### src/rtl/i2c_target_regif_if.sv
// i2c_target_regif_if: pad and register-bus signals of the I2C target.
// scl/sda: synchronised-inside pad inputs; sda_oe: open-drain pull-low request;
// reg_*: single-cycle register bus; busy: transaction in progress.
interface i2c_target_regif_if;
    logic       scl;
    logic       sda;
    logic       sda_oe;
    logic [7:0] reg_addr;
    logic [7:0] reg_wdata;
    logic       reg_wr;
    logic       reg_rd;
    logic [7:0] reg_rdata;
    logic       busy;
    modport slave (
        input  scl, sda, reg_rdata,
        output sda_oe, reg_addr, reg_wdata, reg_wr, reg_rd, busy
    );
    modport master (
        output scl, sda, reg_rdata,
        input  sda_oe, reg_addr, reg_wdata, reg_wr, reg_rd, busy
    );
endinterface

### src/rtl/i2c_target_regif.sv
// i2c_target_regif: I2C target with offset byte and auto-incrementing register reads/writes.
// Ports: sysclk (rising edge), reset_n (synchronous, active low), bus (slave modport:
// scl/sda pad inputs, sda_oe open-drain drive, reg_addr/reg_wdata/reg_wr/reg_rd/reg_rdata, busy).
module i2c_target_regif #(
    parameter logic [6:0] DEV_ADDR = 7'h40,
    parameter int         FILT_LEN = 3
) (
    input  logic              sysclk,
    input  logic              reset_n,
    i2c_target_regif_if.slave bus
);
    localparam logic [3:0] IDLE  = 4'd0;
    localparam logic [3:0] DEVA  = 4'd1;
    localparam logic [3:0] DACK  = 4'd2;
    localparam logic [3:0] OFS   = 4'd3;
    localparam logic [3:0] OACK  = 4'd4;
    localparam logic [3:0] WDATA = 4'd5;
    localparam logic [3:0] WACK  = 4'd6;
    localparam logic [3:0] RDATA = 4'd7;
    localparam logic [3:0] MACK  = 4'd8;
    localparam logic [3:0] WAITP = 4'd9;

    // bit 1 = scl, bit 0 = sda; all preset to the idle-high bus level
    logic [1:0] s1, s2, f, d;
    logic [2:0] fc [2];
    logic [3:0] state;
    logic [2:0] cnt;
    logic [7:0] sh;
    logic [7:0] nb;
    logic       rw, ph, rd_d;
    logic       sda_oe, reg_wr, reg_rd, busy;
    logic [7:0] reg_addr, reg_wdata;
    logic       scl_rise, scl_fall, start, stop;

    always_ff @(posedge sysclk) begin
        if (!reset_n) begin
            s1 <= '1;
            s2 <= '1;
            f <= '1;
            d <= '1;
            fc[0] <= '0;
            fc[1] <= '0;
        end else begin
            s1 <= {bus.scl, bus.sda};
            s2 <= s1;
            d <= f;
            for (int i = 0; i < 2; i++) begin
                if (s2[i] == f[i]) begin
                    fc[i] <= '0;
                end else if (fc[i] == 3'(FILT_LEN - 1)) begin
                    f[i] <= s2[i];
                    fc[i] <= '0;
                end else begin
                    fc[i] <= fc[i] + 3'd1;
                end
            end
        end
    end

    assign scl_rise = f[1] & ~d[1];
    assign scl_fall = ~f[1] & d[1];
    assign start = f[1] & d[0] & ~f[0];
    assign stop = f[1] & ~d[0] & f[0];
    assign nb = {sh[6:0], f[0]};

    // ph marks the second half of an ack slot: 0 until the SCL fall after bit 8,
    // then 1 until the SCL fall after bit 9 ends the slot.
    always_ff @(posedge sysclk) begin
        if (!reset_n) begin
            state <= IDLE;
            cnt <= '0;
            sh <= '0;
            rw <= 1'b0;
            ph <= 1'b0;
            rd_d <= 1'b0;
            sda_oe <= 1'b0;
            reg_addr <= '0;
            reg_wdata <= '0;
            reg_wr <= 1'b0;
            reg_rd <= 1'b0;
            busy <= 1'b0;
        end else begin
            reg_wr <= 1'b0;
            reg_rd <= 1'b0;
            rd_d <= reg_rd;
            if (reg_wr) reg_addr <= reg_addr + 8'd1;
            // read data arrives one cycle after the strobe
            if (rd_d) begin
                sh <= bus.reg_rdata;
                reg_addr <= reg_addr + 8'd1;
            end
            if (start) begin
                state <= DEVA;
                cnt <= '0;
                sda_oe <= 1'b0;
                busy <= 1'b1;
            end else if (stop) begin
                state <= IDLE;
                sda_oe <= 1'b0;
                busy <= 1'b0;
            end else if (scl_rise) begin
                case (state)
                    DEVA, OFS, WDATA: begin
                        sh <= nb;
                        cnt <= cnt + 3'd1;
                        if (cnt == 3'd7) begin
                            ph <= 1'b0;
                            if (state == DEVA) begin
                                rw <= f[0];
                                state <= (nb[7:1] == DEV_ADDR) ? DACK : WAITP;
                            end else if (state == OFS) begin
                                reg_addr <= nb;
                                state <= OACK;
                            end else begin
                                reg_wdata <= nb;
                                reg_wr <= 1'b1;
                                state <= WACK;
                            end
                        end
                    end
                    RDATA: begin
                        sh <= {sh[6:0], 1'b1};
                        cnt <= cnt + 3'd1;
                        if (cnt == 3'd7) begin
                            ph <= 1'b0;
                            state <= MACK;
                        end
                    end
                    DACK: if (ph && rw) reg_rd <= 1'b1;
                    MACK: begin
                        if (ph && f[0]) state <= WAITP;
                        if (ph && !f[0]) reg_rd <= 1'b1;
                    end
                    default: ;
                endcase
            end else if (scl_fall) begin
                case (state)
                    RDATA: sda_oe <= ~sh[7];
                    DACK, OACK, WACK, MACK: begin
                        if (!ph) begin
                            ph <= 1'b1;
                            sda_oe <= (state != MACK);
                        end else begin
                            cnt <= '0;
                            sda_oe <= ((state == DACK && rw) || state == MACK) ? ~sh[7] : 1'b0;
                            state <= (state == DACK) ? (rw ? RDATA : OFS) :
                                     (state == MACK) ? RDATA : WDATA;
                        end
                    end
                    default: ;
                endcase
            end
        end
    end

    assign bus.sda_oe = sda_oe;
    assign bus.reg_addr = reg_addr;
    assign bus.reg_wdata = reg_wdata;
    assign bus.reg_wr = reg_wr;
    assign bus.reg_rd = reg_rd;
    assign bus.busy = busy;
endmodule

### src/flat_wrapper.sv
// flat-port wrapper written by rule: the top's interface ports become plain ports
module i2c_target_regif_flat 
#(
    parameter logic [6:0] DEV_ADDR = 7'h40,
    parameter int         FILT_LEN = 3
)
  (sysclk, reset_n, bus_scl, bus_sda, bus_reg_rdata, bus_sda_oe, bus_reg_addr, bus_reg_wdata, bus_reg_wr, bus_reg_rd, bus_busy);
  i2c_target_regif_if bus_i ();
  input  logic sysclk;
  input  logic reset_n;
  input wire logic [$bits(bus_i.scl)-1:0] bus_scl;
  input wire logic [$bits(bus_i.sda)-1:0] bus_sda;
  input wire logic [$bits(bus_i.reg_rdata)-1:0] bus_reg_rdata;
  output wire logic [$bits(bus_i.sda_oe)-1:0] bus_sda_oe;
  output wire logic [$bits(bus_i.reg_addr)-1:0] bus_reg_addr;
  output wire logic [$bits(bus_i.reg_wdata)-1:0] bus_reg_wdata;
  output wire logic [$bits(bus_i.reg_wr)-1:0] bus_reg_wr;
  output wire logic [$bits(bus_i.reg_rd)-1:0] bus_reg_rd;
  output wire logic [$bits(bus_i.busy)-1:0] bus_busy;
  assign bus_i.scl = bus_scl;
  assign bus_i.sda = bus_sda;
  assign bus_i.reg_rdata = bus_reg_rdata;
  assign bus_sda_oe = bus_i.sda_oe;
  assign bus_reg_addr = bus_i.reg_addr;
  assign bus_reg_wdata = bus_i.reg_wdata;
  assign bus_reg_wr = bus_i.reg_wr;
  assign bus_reg_rd = bus_i.reg_rd;
  assign bus_busy = bus_i.busy;
  i2c_target_regif #(.DEV_ADDR(DEV_ADDR), .FILT_LEN(FILT_LEN)) u_core (.sysclk(sysclk), .reset_n(reset_n), .bus(bus_i));
endmodule
### config.mk
export PLATFORM = sky130hd
export DESIGN_NAME = i2c_target_regif_flat
export DESIGN_NICKNAME = d
export VERILOG_FILES = /design/src/rtl/i2c_target_regif_if.sv /design/src/rtl/i2c_target_regif.sv /design/src/flat_wrapper.sv
export SDC_FILE = /design/constraint.sdc
export NUM_CORES = 1
export LEC_CHECK = 0
export BUFFER_PORTS_ARGS = -buffer_cell sky130_fd_sc_hd__buf_2
export CAP_MARGIN = 20
export CORE_UTILIZATION = 40
export CTS_CLUSTER_DIAMETER = 30
export DETAILED_ROUTE_END_ITERATION = 10
export PLACE_DENSITY = 0.65
export REMOVE_ABC_BUFFERS = 1
export SLEW_MARGIN = 10
export SYNTH_ARGS = -nofsm -noshare
export SYNTH_HDL_FRONTEND = slang
export SYNTH_SLANG_ARGS = --single-unit
### constraint.sdc
create_clock -name sysclk -period 2.35 [get_ports sysclk]
set_input_delay 0.5875 -clock sysclk [delete_from_list [all_inputs] [get_ports sysclk]]
set_output_delay 0.5875 -clock sysclk [all_outputs]
set_load 0.01 [all_outputs]
Word-level counts from Yosys, hierarchy flattened
Memories as Yosys holds them, arrays and structs flattened.
Index checks and enable logic that the tools add are counted.
- divide/modulo/power cells: 0
- multipliers: 0
- reductions and logical operators: 30
- bitwise operators: 27
- $add $sub $neg: 4
- shift-type cells: 0
- order comparisons: 0
- equality and inequality tests: 25
- multiplexer cells: 78
- operator list (kind ; number):
    2-to-1 mux 8 bit ; 13
    2-to-1 mux 4 bit ; 10
    2-to-1 mux 1 bit ; 37
    2-to-1 mux 3 bit ; 12
    AND reduction 7 bit ; 3
    equality test 4 x 3 -> 1 bit (second input constant) ; 4
    case mux 8 bit (2 select lines) ; 1
    inequality test 5 bit (second input constant) ; 3
    NOT 1 bit ; 15
    case mux 4 bit (3 select lines) ; 1
    AND reduction 6 bit ; 2
    nonzero test 4 bit ; 3
    OR reduction 4 bit ; 3
    nonzero test 2 bit ; 5
    adder 3 x 1 -> 3 bit (second input constant) ; 3
    inequality test 3 bit (second input constant) ; 3
    adder 8 x 1 -> 8 bit (second input constant) ; 1
    equality test 4 x 2 -> 1 bit (second input constant) ; 2
    inequality test 4 bit (second input constant) ; 2
    equality test 7 bit (second input constant) ; 1
    OR reduction 7 bit ; 1
    bitwise AND 1 bit ; 6
    equality test 3 x 2 -> 1 bit (second input constant) ; 2
    inequality test 6 bit (second input constant) ; 1
    16 further kinds ; 30
- memories kept: 1
- ROM bits: 0
- bits in writable memories: 6
- output and inout port bits: 20
- latch bits: 0
- register bits: 46
- bits of input ports: 12
- memory list (memory ; words ; bits a word ; rd ports ; clocked after Yosys merged registers in ; write ports ; RTL line ; source):
    u_core.fc ; 2 ; 3 ; 2 ; 0 ; 2 ; i2c_target_regif.sv:25 ; logic [2:0] fc [2];

Longest topological paths before layout
- word-level depth: 10
- mapped depth: 9
- gate-level depth less buffers: 7

Worst setup path after synthesis
Ideal clock, no wire load.
- kind: flip-flop to flip-flop
- from: register u_core.d[1]
- to: register u_core.cnt[1]
- required time: 2279 ps
- path buffers: 1
- arrival time: 1679 ps
- stages on the path, launching flop included: 9
- setup slack: 601 ps
- cell sequence: dfxtp_1 inv_1 ha_1 buf_2 nor2_1 a31oi_1 or3b_4 or2_1 a21oi_1
- cells in the longest elaborated chain, start to end: 4
- elaborated cells on any way between the ends: 9
- classes of those cells: eq/ne: 1; mux: 1; bitwise: 3; reduce/logical: 4
- ends and longest elaborated chain (element ; RTL line ; source):
    start: declaration ; i2c_target_regif.sv:24 ; logic [1:0] s1, s2, f, d;
    start signal: assignment ; i2c_target_regif.sv:40 ; d <= '1;
    start signal: assignment ; i2c_target_regif.sv:46 ; d <= f;
    NOT 1 bit ; i2c_target_regif.sv:60 ; assign scl_rise = f[1] & ~d[1];
    bitwise AND 1 bit ; i2c_target_regif.sv:60 ;
    inequality test 2 bit (no source line) or nonzero test 2 bit (tied branches) ; - ;
    AND reduction 5 bit (no source line) ; - ;
    end signal: assignment ; i2c_target_regif.sv:105 ; cnt <= cnt + 3'd1;
    end signal: assignment ; i2c_target_regif.sv:123 ; cnt <= cnt + 3'd1;
    end: declaration ; i2c_target_regif.sv:27 ; logic [2:0] cnt;
Several ways; a longest one is shown, not always the timed one.
A chain may end at the register's enable or synchronous reset.

Final worst setup path
- from: register u_core.d[1]
- to: register u_core.reg_addr[5] (netlist: u_core.bus.reg_addr[5])
- cells in the longest elaborated chain, start to end: 5
- ends and longest elaborated chain (element ; RTL line ; source):
    NOT 1 bit ; i2c_target_regif.sv:60 ;
    bitwise AND 1 bit ; i2c_target_regif.sv:60 ;
    2-to-1 mux 8 bit ; i2c_target_regif.sv:101 ; end else if (scl_rise) begin
    2-to-1 mux 8 bit ; i2c_target_regif.sv:97 ; end else if (stop) begin
    2-to-1 mux 8 bit ; i2c_target_regif.sv:92 ; if (start) begin
    end signal: assignment ; i2c_target_regif.sv:86 ; if (reg_wr) reg_addr <= reg_addr + 8'd1;
    end signal: assignment ; i2c_target_regif.sv:90 ; reg_addr <= reg_addr + 8'd1;
    end signal: assignment ; i2c_target_regif.sv:112 ; reg_addr <= nb;
    end: declaration ; i2c_target_regif.sv:32 ; logic [7:0] reg_addr, reg_wdata;
Every way passes these cells.

==> flow_metrics.env <==
export IMPL_run_status="finished, final reports clean"
export IMPL_clkTransAtPathRegs_ns=0.08
export IMPL_initial_antenna_violation_count=0
export IMPL_total_leakage_power_nw=1.40
export IMPL_cp_required_ns=2.52
export IMPL_worst_slew_pin_slew_ns=0.559
export IMPL_multi_input_area_mm2=0.00143
export IMPL_share_comb_of_total_power_pct=7.1
export IMPL_buffer_ports_inserted=31
export IMPL_critical_path_arrival_ns=2.30
export IMPL_ys_seq_elements=52
export IMPL_ys_seq_area_share_pct=41.5
export IMPL_fill_cells=636
export IMPL_total_negative_setup_slacks_ns=0
export IMPL_syn_area_mm2=0.00265
export IMPL_cts_hold_repair_buffers=0
export IMPL_critPathBufInv=1
export IMPL_start_util_pct=41.5
export IMPL_cts_max_level=2
export IMPL_drt_initial_drc_count=191
export IMPL_cell_type_with_the_highest_aggregate_area_in_the_netlist="sky130_fd_sc_hd__dfxtp_1"
export IMPL_tritoncts="built"
export IMPL_first_pass_grt_wire_length_mm=9.59
export IMPL_place_gp_congestion=0.849
export IMPL_hold_worst_slack_ns=0.415
export IMPL_synth_enable_flop_cells=6
export IMPL_gr_total_overflow=0
export IMPL_cts_root_buffer_type="sky130_fd_sc_hd__clkbuf_8"
export IMPL_setup_worst_path_class="flip-flop to flip-flop"
export IMPL_mean_number_of_vias_per_cell=5.39
export IMPL_post_dp_hpwl_mm=3.92
export IMPL_core_area_mm2=0.00639
export IMPL_worst_slew_margin_rel_pct=62.7
export IMPL_power_share_sequential_pct=61.7
export IMPL_die_area_mm2=0.00695
export IMPL_drt_drc_violations_left=0
export IMPL_timing_final_hold_violations=0
export IMPL_cts_made_buffers=5
export IMPL_maxCapViolCount=0
export IMPL_crit_fanout=15
export IMPL_gate_count_post_synth=294
export IMPL_cell_internal_pwr_mw=1.15
export IMPL_crit_path_cell_trace="inv_1, ha_1, and3b_1, a21boi_2, nand4_2, o21ai_0, a21oi_1"
export IMPL_timing_critical_path_slowest_stage_cell="sky130_fd_sc_hd__ha_1"
export IMPL_clkPwrFrac_pct=31.2
export IMPL_synthFlopType="sky130_fd_sc_hd__dfxtp_1"
export IMPL_cp_startpoint="u_core.d[1]$_SDFF_PN1_"
export IMPL_synth_avg_cell_area_um2=9.01
export IMPL_fp_dieW_um=83.4
export IMPL_postSynth_asyncResetShare_pct=0
export IMPL_timing_max_transition_violations_final=0
export IMPL_max_stage_delay_ns=0.37
export IMPL_chipHeight_um=83.4
export IMPL_cts_sink_count=52
export IMPL_power_density_mw_per_mm2=511
export IMPL_boundaryPins=32
export IMPL_yosys_warnings=0
export IMPL_synth_top_cells_by_count="sky130_fd_sc_hd__dfxtp_1, sky130_fd_sc_hd__nand2_1, sky130_fd_sc_hd__nor2_1"
export IMPL_r2r_start="u_core.d[1]$_SDFF_PN1_"
export IMPL_antenna_diode_count=0
export IMPL_worstSkewPairLatency_ns=0.30
export IMPL_grt_setup_unrepaired="false"
export IMPL_cts_resized=0
export IMPL_post_synth_top_area_fraction_pct=34.7
export IMPL_clk_path_buf_depth=2
export IMPL_fin_crit_ns=2.13
export IMPL_cts_setup_buffers=0
export IMPL_critPathLaunchType="flip-flop"
export IMPL_switching_share_pct=23.2
export IMPL_yosys_top_cells_area="sky130_fd_sc_hd__dfxtp_1, sky130_fd_sc_hd__edfxtp_1, sky130_fd_sc_hd__nand2_1"
export IMPL_report_final_setup_viol=0
export IMPL_vias_in_the_first_global_route=2007
export IMPL_wl_mm=5.67
export IMPL_avgRoutedWirePerCell_um=14.1
export IMPL_detailroute_via_count=2162
export IMPL_areaGrowthSynthToFinish_pct=11.0
export IMPL_net_switching_power_uw=349
export IMPL_rows=29
export IMPL_synth_distinct_cells=56
export IMPL_pin_count_of_the_biggest_net_entering_global_routing=40
export IMPL_final_antenna_net_count=0
export IMPL_post_route_cells_drive_above_1_share_pct=14.8
export IMPL_finish_net_count=345
export IMPL_post_route_fraction_of_the_period_consumed_by_the_critical_path_pct=90.5
export IMPL_synthMostInstantiatedCell="sky130_fd_sc_hd__dfxtp_1"
export IMPL_maxClockFrequency_ghz=0.470
export IMPL_seqCellArea_mm2=0.00110
export IMPL_timing_hold_worst_class="flip-flop to flip-flop"
export IMPL_irDropWorstVdd_v=0.000414
export IMPL_drt_first_pass_iters=4
export IMPL_holdCritStartpoint="u_core.s1[0]$_SDFF_PN1_"
export IMPL_clock_skews_ns=0.0126
export IMPL_groute_usage_overall_pct=16.9
export IMPL_setup_worst_path_end_class="flip-flop"
export IMPL_critical_path_top_delay_family="compound AO/OA/AOI/OAI gates"
==> cell type report <==
type,count,share of cell area (%)
clock buffers,5,2.34
clock inverters,2,0.255
inverters,10,1.28
multi-input cells,219,48.5
flip-flops and latches,52,37.4
well taps,77,3.27
repair buffers,36,6.97
==> metal layers <==
| layer | part of all wire, % | wire length (um) | track usage, % |
|---|---|---|---|
| met2 | 47 | 2650 | 27.3 |
| met1 | 49 | 2800 | 22.9 |
| met3 | 3.0 | 169 | 4.17 |
| met5 | 0 | 0 | 0 |
| met4 | 0.69 | 39 | 3.76 |
==> cell families after synthesis <==
kind of cell	after synthesis	synth area share, %
buffers and inverters	28	5.34
multiplexers	13	4.91
AO/OA/AOI/OAI	72	18.6
AND/OR/NAND/NOR	109	22.0
flip-flops	52	41.5
adder cells (fa/ha/maj)	9	4.25
other	1	0.142
XOR/XNOR	10	3.31
==> power groups by stage <==
stage               Sequential (mW)  Combinational [mW]  Clock [mW]
floorplan                     0.949              0.0567           0
global placement              0.948               0.104           0
detailed placement            0.948               0.105           0
CTS                           0.928               0.106       0.486
global route                  0.931               0.121       0.527
finish                        0.927               0.106       0.469
==> path summary, 6_finish.rpt <==
| check | end | slack, ns | cells after the start |
|---|---|---|---|
| worst max-delay path | u_core.bus.reg_addr[5]$_SDFF_PN0_ | 0.22 | 7 |
| worst min-delay path | u_core.s2[0]$_SDFF_PN1_ | 0.42 | 1 |
| worst max register to register | u_core.bus.reg_addr[5]$_SDFF_PN0_ | 0.22 | 7 |
| worst min register to register | u_core.s2[0]$_SDFF_PN1_ | 0.42 | 1 |
==> per-stage QoR <==
stage,instance area (um^2),setup slack [ns],std cells,power (mW),utilization (%)
2_1_floorplan,2560,0.355,281,1.01,-
3_3_place_gp,2870,0.372,394,1.05,44.9
3_5_place_dp,2870,0.266,394,1.05,44.9
4_1_cts,2940,0.252,401,1.52,46.1
5_1_grt,2940,0.0109,401,1.58,46.1
6_report,2940,0.223,401,1.50,46.1
==> state kept, by name, summed over array words and instances, names as in the netlist <==
register	flops
u_core.bus.reg_addr	8
u_core.bus.reg_wdata	8
u_core.sh	8
u_core.fc	6
u_core.state	4
u_core.cnt	3
u_core.d	2
u_core.f	2
u_core.s1	2
u_core.s2	2
u_core.bus.busy	1
u_core.bus.reg_rd	1
u_core.bus.reg_wr	1
u_core.bus.sda_oe	1
u_core.ph	1
u_core.rd_d	1
u_core.rw	1
==> placed cells by master, fill, tap and decap left out, types with 9 or more instances in the layout <==
| master | count |
|---|---|
| sky130_fd_sc_hd__a21oi_1 | 15 |
| sky130_fd_sc_hd__dfxtp_1 | 46 |
| sky130_fd_sc_hd__inv_1 | 10 |
| sky130_fd_sc_hd__o21ai_0 | 15 |
| sky130_fd_sc_hd__o211a_1 | 11 |
| sky130_fd_sc_hd__mux2i_1 | 13 |
| sky130_fd_sc_hd__buf_2 | 31 |
| sky130_fd_sc_hd__ha_1 | 9 |
| sky130_fd_sc_hd__o21ai_1 | 9 |
| sky130_fd_sc_hd__nand2_1 | 37 |
| sky130_fd_sc_hd__nor2_1 | 17 |
| sky130_fd_sc_hd__nand3_1 | 15 |
| sky130_fd_sc_hd__xor2_1 | 9 |
No activity file was read; power rests on OpenSTA's default activity.
